--- src/rtl/seg_scan_cntrl.sv ---
// Multiplexed seven-segment scan controller: steps a latched snapshot of digit codes
// across NUM_DIGITS active-low anodes with a programmable dwell and blanking guard.
module seg_scan_cntrl #(
    parameter int NUM_DIGITS = 4,
    parameter int PRESCALE   = 50000,
    parameter int GUARD      = 2
) (
    input  logic                    clk,
    input  logic                    reset,
    input  logic                    scan_en,
    input  logic [3*NUM_DIGITS-1:0] digits_in,
    input  logic [NUM_DIGITS-1:0]   digit_en_in,
    input  logic                    load,
    output logic [2:0]              code_out,
    output logic                    blank_out,
    output logic [NUM_DIGITS-1:0]   an_n,
    output logic [2:0]              digit_idx,
    output logic                    frame_done,
    output logic                    ld_ack
);

    localparam int CNT_MAX = (PRESCALE > GUARD) ? PRESCALE : GUARD;
    localparam int CNT_W   = $clog2(CNT_MAX + 1);
    localparam logic [CNT_W-1:0] SCAN_LAST  = CNT_W'(PRESCALE - 1);
    localparam logic [CNT_W-1:0] GUARD_LAST = (GUARD > 0) ? CNT_W'(GUARD - 1) : '0;
    localparam logic [2:0]       IDX_LAST   = 3'(NUM_DIGITS - 1);

    typedef enum logic [1:0] {
        ST_IDLE,
        ST_SCAN,
        ST_GUARD
    } state_t;

    state_t                  state_q, state_d;
    logic [CNT_W-1:0]        cnt_q, cnt_d;
    logic [2:0]              idx_q, idx_d;
    logic                    pending_q, pending_d;
    logic [3*NUM_DIGITS-1:0] snap_q, snap_d;
    logic [NUM_DIGITS-1:0]   snap_en_q, snap_en_d;
    logic [2:0]              code_q, code_d;
    logic                    blank_q, blank_d;
    logic [NUM_DIGITS-1:0]   an_n_q, an_n_d;
    logic                    frame_done_q, ld_ack_q;
    logic                    advance, wrap, commit;

    always_comb begin
        state_d = state_q;
        cnt_d   = cnt_q;
        idx_d   = idx_q;
        advance = 1'b0;
        if (!scan_en) begin
            state_d = ST_IDLE;
            cnt_d   = '0;
            idx_d   = '0;
        end else begin
            case (state_q)
                ST_IDLE: begin
                    state_d = ST_SCAN;
                    cnt_d   = '0;
                    idx_d   = '0;
                end
                ST_SCAN: begin
                    if (cnt_q == SCAN_LAST) begin
                        cnt_d = '0;
                        if (GUARD == 0) advance = 1'b1;
                        else            state_d = ST_GUARD;
                    end else begin
                        cnt_d = cnt_q + 1'b1;
                    end
                end
                ST_GUARD: begin
                    if (cnt_q == GUARD_LAST) begin
                        cnt_d   = '0;
                        state_d = ST_SCAN;
                        advance = 1'b1;
                    end else begin
                        cnt_d = cnt_q + 1'b1;
                    end
                end
                default: begin
                    state_d = ST_IDLE;
                    cnt_d   = '0;
                    idx_d   = '0;
                end
            endcase
        end
        wrap = advance && (idx_q == IDX_LAST);
        if (advance) idx_d = wrap ? 3'd0 : idx_q + 3'd1;
    end

    // A pending request commits on any idle edge; while scanning only at the frame wrap,
    // where a same-cycle load also commits so the display never tears mid-frame.
    always_comb begin
        commit    = (pending_q && (state_q == ST_IDLE)) || ((pending_q || load) && wrap);
        pending_d = commit ? 1'b0 : (pending_q || load);
        snap_d    = commit ? digits_in   : snap_q;
        snap_en_d = commit ? digit_en_in : snap_en_q;

        code_d  = code_q;
        an_n_d  = '1;
        blank_d = 1'b1;
        case (state_d)
            ST_IDLE: code_d = 3'd0;
            ST_SCAN: begin
                for (int i = 0; i < NUM_DIGITS; i++) begin
                    if (idx_d == 3'(i)) begin
                        code_d    = snap_d[3*i +: 3];
                        an_n_d[i] = ~snap_en_d[i];
                        blank_d   = ~snap_en_d[i];
                    end
                end
            end
            default: code_d = code_q;
        endcase
    end

    always_ff @(posedge clk) begin
        if (reset) begin
            state_q      <= ST_IDLE;
            cnt_q        <= '0;
            idx_q        <= '0;
            pending_q    <= 1'b0;
            snap_q       <= '0;
            snap_en_q    <= '0;
            code_q       <= 3'd0;
            blank_q      <= 1'b1;
            an_n_q       <= '1;
            frame_done_q <= 1'b0;
            ld_ack_q     <= 1'b0;
        end else begin
            state_q      <= state_d;
            cnt_q        <= cnt_d;
            idx_q        <= idx_d;
            pending_q    <= pending_d;
            snap_q       <= snap_d;
            snap_en_q    <= snap_en_d;
            code_q       <= code_d;
            blank_q      <= blank_d;
            an_n_q       <= an_n_d;
            frame_done_q <= wrap;
            ld_ack_q     <= commit;
        end
    end

    assign code_out   = code_q;
    assign blank_out  = blank_q;
    assign an_n       = an_n_q;
    assign digit_idx  = idx_q;
    assign frame_done = frame_done_q;
    assign ld_ack     = ld_ack_q;

endmodule

--- config.mk ---
export PLATFORM = sky130hd
export DESIGN_NAME = seg_scan_cntrl
export DESIGN_NICKNAME = d
export VERILOG_FILES = /design/src/rtl/seg_scan_cntrl.sv
export SDC_FILE = /design/constraint.sdc
export NUM_CORES = 1
export LEC_CHECK = 0
export CORE_AREA = 2 2 94 73
export DETAILED_ROUTE_END_ITERATION = 6
export DIE_AREA = 0 0 96 75
export GPL_ROUTABILITY_DRIVEN = 0
export SLEW_MARGIN = 20
export SYNTH_ARGS = -nofsm -noshare
export SYNTH_HDL_FRONTEND = slang
export SYNTH_SLANG_ARGS = --single-unit
--- constraint.sdc ---
create_clock -name clk -period 3.2 [get_ports clk]
set_input_delay 0.48 -clock clk [delete_from_list [all_inputs] [get_ports clk]]
set_output_delay 0.48 -clock clk [all_outputs]
set_load 0.02 [all_outputs]
# Yosys cells after proc, flatten, opt, wreduce, memory -nomap -nowiden
# Index checks and enable logic that the tools add are counted.
op_classes:
  n_addsub: 2
  n_eq_ne: 10
  mux: 25
  bitwise: 9
  reduce_logical: 17
ops:
  columns: ["cell", "count"]
  rows:
  - ["16-bit two-way mux", 2]
  - ["16-bit one-hot mux with 2 select lines", 1]
  - ["3-bit two-way mux", 8]
  - ["16-bit by 1-bit adder with 16-bit output, second input constant", 1]
  - ["16-bit by 1-bit == test with 1-bit output, second input constant", 1]
  - ["16-bit == test, second input constant", 1]
  - ["12-bit two-way mux", 1]
  - ["3-bit by 2-bit == test with 1-bit output, second input constant", 3]
  - ["1-bit inverter", 9]
  - ["3-bit OR reduction", 3]
  - ["2-bit OR reduction", 4]
  - ["1-bit two-way mux", 7]
  - ["2-bit two-way mux", 3]
  - ["2-bit one-hot mux with 3 select lines", 1]
  - ["3-bit one-hot mux with 2 select lines", 1]
  - ["5-bit != test, second input constant", 1]
  - ["2-bit by 1-bit == test with 1-bit output, second input constant", 2]
  - ["2-bit logical NOT", 2]
  - ["4-bit two-way mux", 1]
  - ["3-bit by 1-bit adder with 3-bit output, second input constant", 1]
  - ["3-bit by 1-bit == test with 1-bit output, second input constant", 1]
  - ["1-bit logical AND", 3]
  - ["3-bit logical NOT", 1]
  - ["2-bit == test, second input constant", 1]
  - ["other kinds (3)", 4]
totals:
  reg_bits: 48
  in_bits: 20
  word_cells: 77

# Depth between registers and ports, before layout
# Gate-level depths: netlist of run 1.
depth:
  word_depth: 13
  mapped_depth: 11

# Worst setup path after synthesis of run 1
# No wires, ideal clock.
synth_timing:
  kind: "reg2reg"
  start: "register state_q[0]"
  end: "register an_n_q[0] (netlist: an_n[0])"
  setup_ns: 0.134
  arrival_ns: 2.652
  required_ns: 3.066
  slack_ns: 0.414
  path_stages_with_launch: 10
  n_path_buf: 2
  synth_period_minus_slack_ns: 2.786
  path_cell_list: "dfxtp_1 -> inv_1 -> ha_1 -> nor4b_2 -> and4_1 -> buf_2 -> mux2i_1 -> or3b_1 -> buf_2 -> or4_1"
synth_via:
  elab_chain_len: 9
  word_cells_on_any_way: 25
  cone_classes: "3 x eq/ne; 12 x mux; 2 x bitwise; 8 x reduce/logical"
synth_rtl:
  columns: ["element", "line", "source"]
  rows:
  - ["start: declaration", "34", "state_t state_q, state_d;"]
  - ["start signal: assignment", "131", "state_q <= state_d;"]
  - ["branches (longest 9 deep; another with 3-bit two-way mux)", null, null]
  - ["end signal: assignment", "139", "an_n_q <= an_n_d;"]
  - ["end: declaration", "42", "logic [NUM_DIGITS-1:0] an_n_q, an_n_d;"]
# Parallel ways; which one is timed is not known.
# A chain may end at the register's enable or synchronous reset.

# Worst setup path in the final report of run 1
layout_timing:
  start: "register state_q[0]"
  end: "register an_n_q[3] (netlist: an_n[3])"
layout_via:
  elab_chain_len: 9
  word_cells_on_any_way: 25
  cone_classes: "4 x eq/ne; 11 x mux; 3 x bitwise; 7 x reduce/logical"
layout_rtl:
  columns: ["element", "line", "source"]
  rows:
  - ["2-bit == test", "56", "case (state_q)"]
  - ["1-bit two-way mux", "56", null]
  - ["1-bit two-way mux", "51", "if (!scan_en) begin"]
  - ["1-bit logical AND", "87", "wrap = advance && (idx_q == IDX_LAST);"]
  - ["3-bit two-way mux (2 in a row)", "88", "if (advance) idx_d = wrap ? 3'd0 : idx_q + 3'd1;"]
  - ["3-bit by 2-bit == test with 1-bit output", "106", "if (idx_d == 3'(i)) begin"]
  - ["1-bit inverter (no line)", null, null]
  - ["3-bit OR reduction (no line)", null, null]
# Parallel ways exist; a longest one is shown, timed or not.

==> impl_metrics.py, run 1 <==
metrics = {
    "sta": {
        "setup_viol": 0,
        "whs_ns": 0.463,
        "tightest_slew_ns": 0.708,
        "fin_crit_ns": 2.94,
        "final.setup.tns_ns": 0,
        "maxSlewHeadroom_pct": 51.5,
        "rsz0062_at_grt": "no",
        "finalHoldViolCount": 0,
        "fmax_mhz": 340,
        "drv_slew": 0,
        "finalCritPeriodShare_pct": 91.8,
        "finClkSkew_ns": 0.0108,
    },
    "run": {
        "cap_viol_max_count": 0,
    },
    "clocking": {
        "cts_buffer_depth": 2,
        "cts_hold_buffers": 0,
        "cts_buffers": 5,
        "cts_tree": "yes",
        "cts_resized": 0,
        "cts_num_sinks": 48,
        "cts.clk_slew.worst_paths_ns": 0.09,
        "clockRootBuffer": "clkbuf_8",
        "cts_setup_buffers": 0,
        "clock_latency_ns": 0.30,
        "htree_num_levels": 2,
    },
    "synthesis": {
        "yosysWarningCount": 0,
        "synth-seq-area-share_pct": 39.5,
        "async_flop_share_pct": 0,
        "ys_seq_elements": 48,
        "avgSynthCellArea_um2": 8.45,
        "synthCells": 288,
        "synth_enable_flop_cells": 0,
        "synth.distinct_cells": 42,
        "synthesis.area_um2": 2430,
        "synth_fp_nets": 315,
        "ys.flop_type": "dfxtp_1",
    },
    "floorplan": {
        "die_area_um2": 7200,
        "die_w_um": 96,
        "rows": 25,
        "coreArea_um2": 6220,
        "die_y_um": 75,
        "ioPinCount": 33,
        "initial_core_util_pct": 39.1,
    },
    "power": {
        "p_leak_nw": 1.01,
        "irDropWorstVdd_uv": 215,
        "powerDensity_nw_per_um2": 380,
    },
    "placement": {
        "dp_hpwl_mm": 4.45,
        "port_buffers": 32,
    },
    "detailed_routing": {
        "drt-vias-per-instance": 5.30,
        "drt-pass1-iter-count": 4,
        "drt_iter0_markers": 88,
        "num_vias": 2126,
        "drc": 0,
        "ant_nets": 0,
        "drt_wl_total_mm": 6.00,
        "wl_per_cell_um": 15.0,
    },
    "finish": {
        "diodes": 0,
        "nets": 346,
        "final_util_pct": 47.4,
        "syn2layout_area_growth_pct": 21.3,
        "drive_above_1_share_pct": 7.50,
    },
    "critical_path": {
        "path_class": "reg -> reg",
        "worstPathMaxFanout": 8,
        "endpoint_kind": "flip-flop",
        "required_ns": 3.37,
        "cp.arrival_ns": 3.11,
        "startpoint_type": "flip-flop",
    },
    "global_route": {
        "grt_pass1_wl_mm": 9.79,
        "grt_pass1_vias": 1949,
        "track_usage_pct": 17.7,
        "grt_max_degree": 21,
        "grt_overflow": 0,
        "antenna_found_initial": 0,
    },
    "status": {
        "outcome": "finished, final reports clean",
    },
    "min_path": {
        "hold_class": "reg -> reg",
    },
}
cell type report:
cell class              count  area [um2]
clock inverters             2        15.0
inverters                  14        52.6
clock buffers               6        82.6
multi-input cells         209        1350
flip-flops and latches     48         961
well taps                  81         101
repair buffers             41         388
fillers                   614        3270
cells in the mapped netlist, types with 2 or more instances:
| master | n | area [um2] |
|---|---|---|
| ha_1 | 7 | 87.6 |
| or4_1 | 3 | 22.5 |
| o21a_1 | 5 | 37.5 |
| xnor2_1 | 8 | 70.1 |
| or3_1 | 3 | 18.8 |
| nor4_1 | 3 | 18.8 |
| buf_2 | 3 | 15.0 |
| nand3_1 | 18 | 90.1 |
| inv_1 | 14 | 52.6 |
| nand4_1 | 3 | 18.8 |
| nor3_1 | 2 | 10.0 |
| xor2_1 | 6 | 52.6 |
| o2111ai_1 | 4 | 35.0 |
| mux2_2 | 3 | 33.8 |
| o211ai_1 | 14 | 105 |
| clkbuf_1 | 13 | 48.8 |
| and3_1 | 4 | 25.0 |
| mux2i_1 | 11 | 110 |
| dfxtp_1 | 48 | 961 |
| a211oi_1 | 7 | 52.6 |
| o31ai_1 | 4 | 30.0 |
| a21oi_1 | 17 | 85.1 |
| and2_1 | 3 | 18.8 |
| nand2_1 | 34 | 128 |
| nor4b_2 | 2 | 30.0 |
| a2111o_1 | 2 | 22.5 |
| nor2_1 | 32 | 120 |
per-stage QoR:
step	instances	area (um2)	worst slack [ns]	power, mW
2_1_floorplan	288	2430	0.414	0.699
3_3_place_gp	393	2860	0.286	0.751
3_5_place_dp	393	2860	0.174	0.751
4_1_cts	401	2950	0.281	1.14
5_1_grt	401	2950	0.157	1.17
6_report	401	2950	0.262	1.12
flip-flops by register name, summed over array words and instances, names as in the netlist, 2 cells and up:
signal,flops
an_n,4
cnt_q,16
code_out,3
digit_idx,3
snap_en_q,4
snap_q,12
state_q,2
path summary, 6_finish.rpt:
check | start | end | slack, ns | cells past startpoint
worst min-delay path | snap_q[5]$_SDFF_PP0_ | snap_q[5]$_SDFF_PP0_ | 0.46 | 2
worst max-delay path | state_q[0]$_SDFF_PP0_ | an_n[3]$_SDFF_PP1_ | 0.26 | 8
worst max register to register | state_q[0]$_SDFF_PP0_ | an_n[3]$_SDFF_PP1_ | 0.26 | 8
worst min register to register | snap_q[5]$_SDFF_PP0_ | snap_q[5]$_SDFF_PP0_ | 0.46 | 2
cells by family after synthesis:
group / count (synthesis) / synth area share, %
adders and majority gates: 7 / 3.60
muxes: 14 / 5.91
DFF: 48 / 39.5
buffers and inverters: 31 / 4.94
and+or+nand+nor: 114 / 23.5
xor gates and xnor gates: 14 / 5.04
AOI/OAI and AO/OA: 60 / 17.5
critical path, cell delays in order, from the launching register on:
cell and delay [ns]:
dfxtp_1 0.34, inv_1 0.09, ha_1 0.21, nor4b_2 0.30, and4_1 0.32, o31ai_1 0.10, a2111o_1 0.40, or3b_1 0.50
or4_1 0.55
power by group:
group,leakage [nW],switching [mW],internal [mW],total [mW]
Sequential,0.389,0.00861,0.613,0.622
Clock,0.0434,0.209,0.175,0.385
Combinational,0.578,0.0625,0.0546,0.117
Total,1.01,0.280,0.843,1.12
routing by layer:
metal	wire length, um	up-vias	global-route usage [%]
met5	0	-	0
met4	21	0	3.81
met3	267	2	4.50
met2	2470	41	23.9
met1	3240	997	27.8
li1	-	1086	-
cell usage in the layout (no fill, tap or decap), types with 4 or more instances in the layout:
| master | n |
|---|---|
| a211oi_1 | 7 |
| a21oi_1 | 17 |
| and3_1 | 4 |
| buf_4 | 9 |
| clkbuf_8 | 6 |
| clkdlybuf4s50_1 | 32 |
| dfxtp_1 | 48 |
| ha_1 | 7 |
| inv_1 | 14 |
| mux2i_1 | 11 |
| nand2_1 | 34 |
| nand3_1 | 18 |
| nor2_1 | 32 |
| o2111ai_1 | 4 |
| o211ai_1 | 14 |
| o21a_1 | 5 |
| o31ai_1 | 4 |
| xnor2_1 | 8 |
| xor2_1 | 6 |
No activity file was read; power rests on OpenSTA's default activity.
==> inputs of run 2 (changes only) <==
--- a/config.mk
+++ b/config.mk
@@ -5,6 +5,7 @@
 export SDC_FILE = /design/constraint.sdc
 export NUM_CORES = 1
 export LEC_CHECK = 0
+export ABC_CLOCK_PERIOD_IN_PS = 3200
 export CORE_AREA = 2 2 94 73
 export DETAILED_ROUTE_END_ITERATION = 6
 export DIE_AREA = 0 0 96 75
==> results of run 2 <==
Final layout, timing and power as in run 1 (identical DEF).
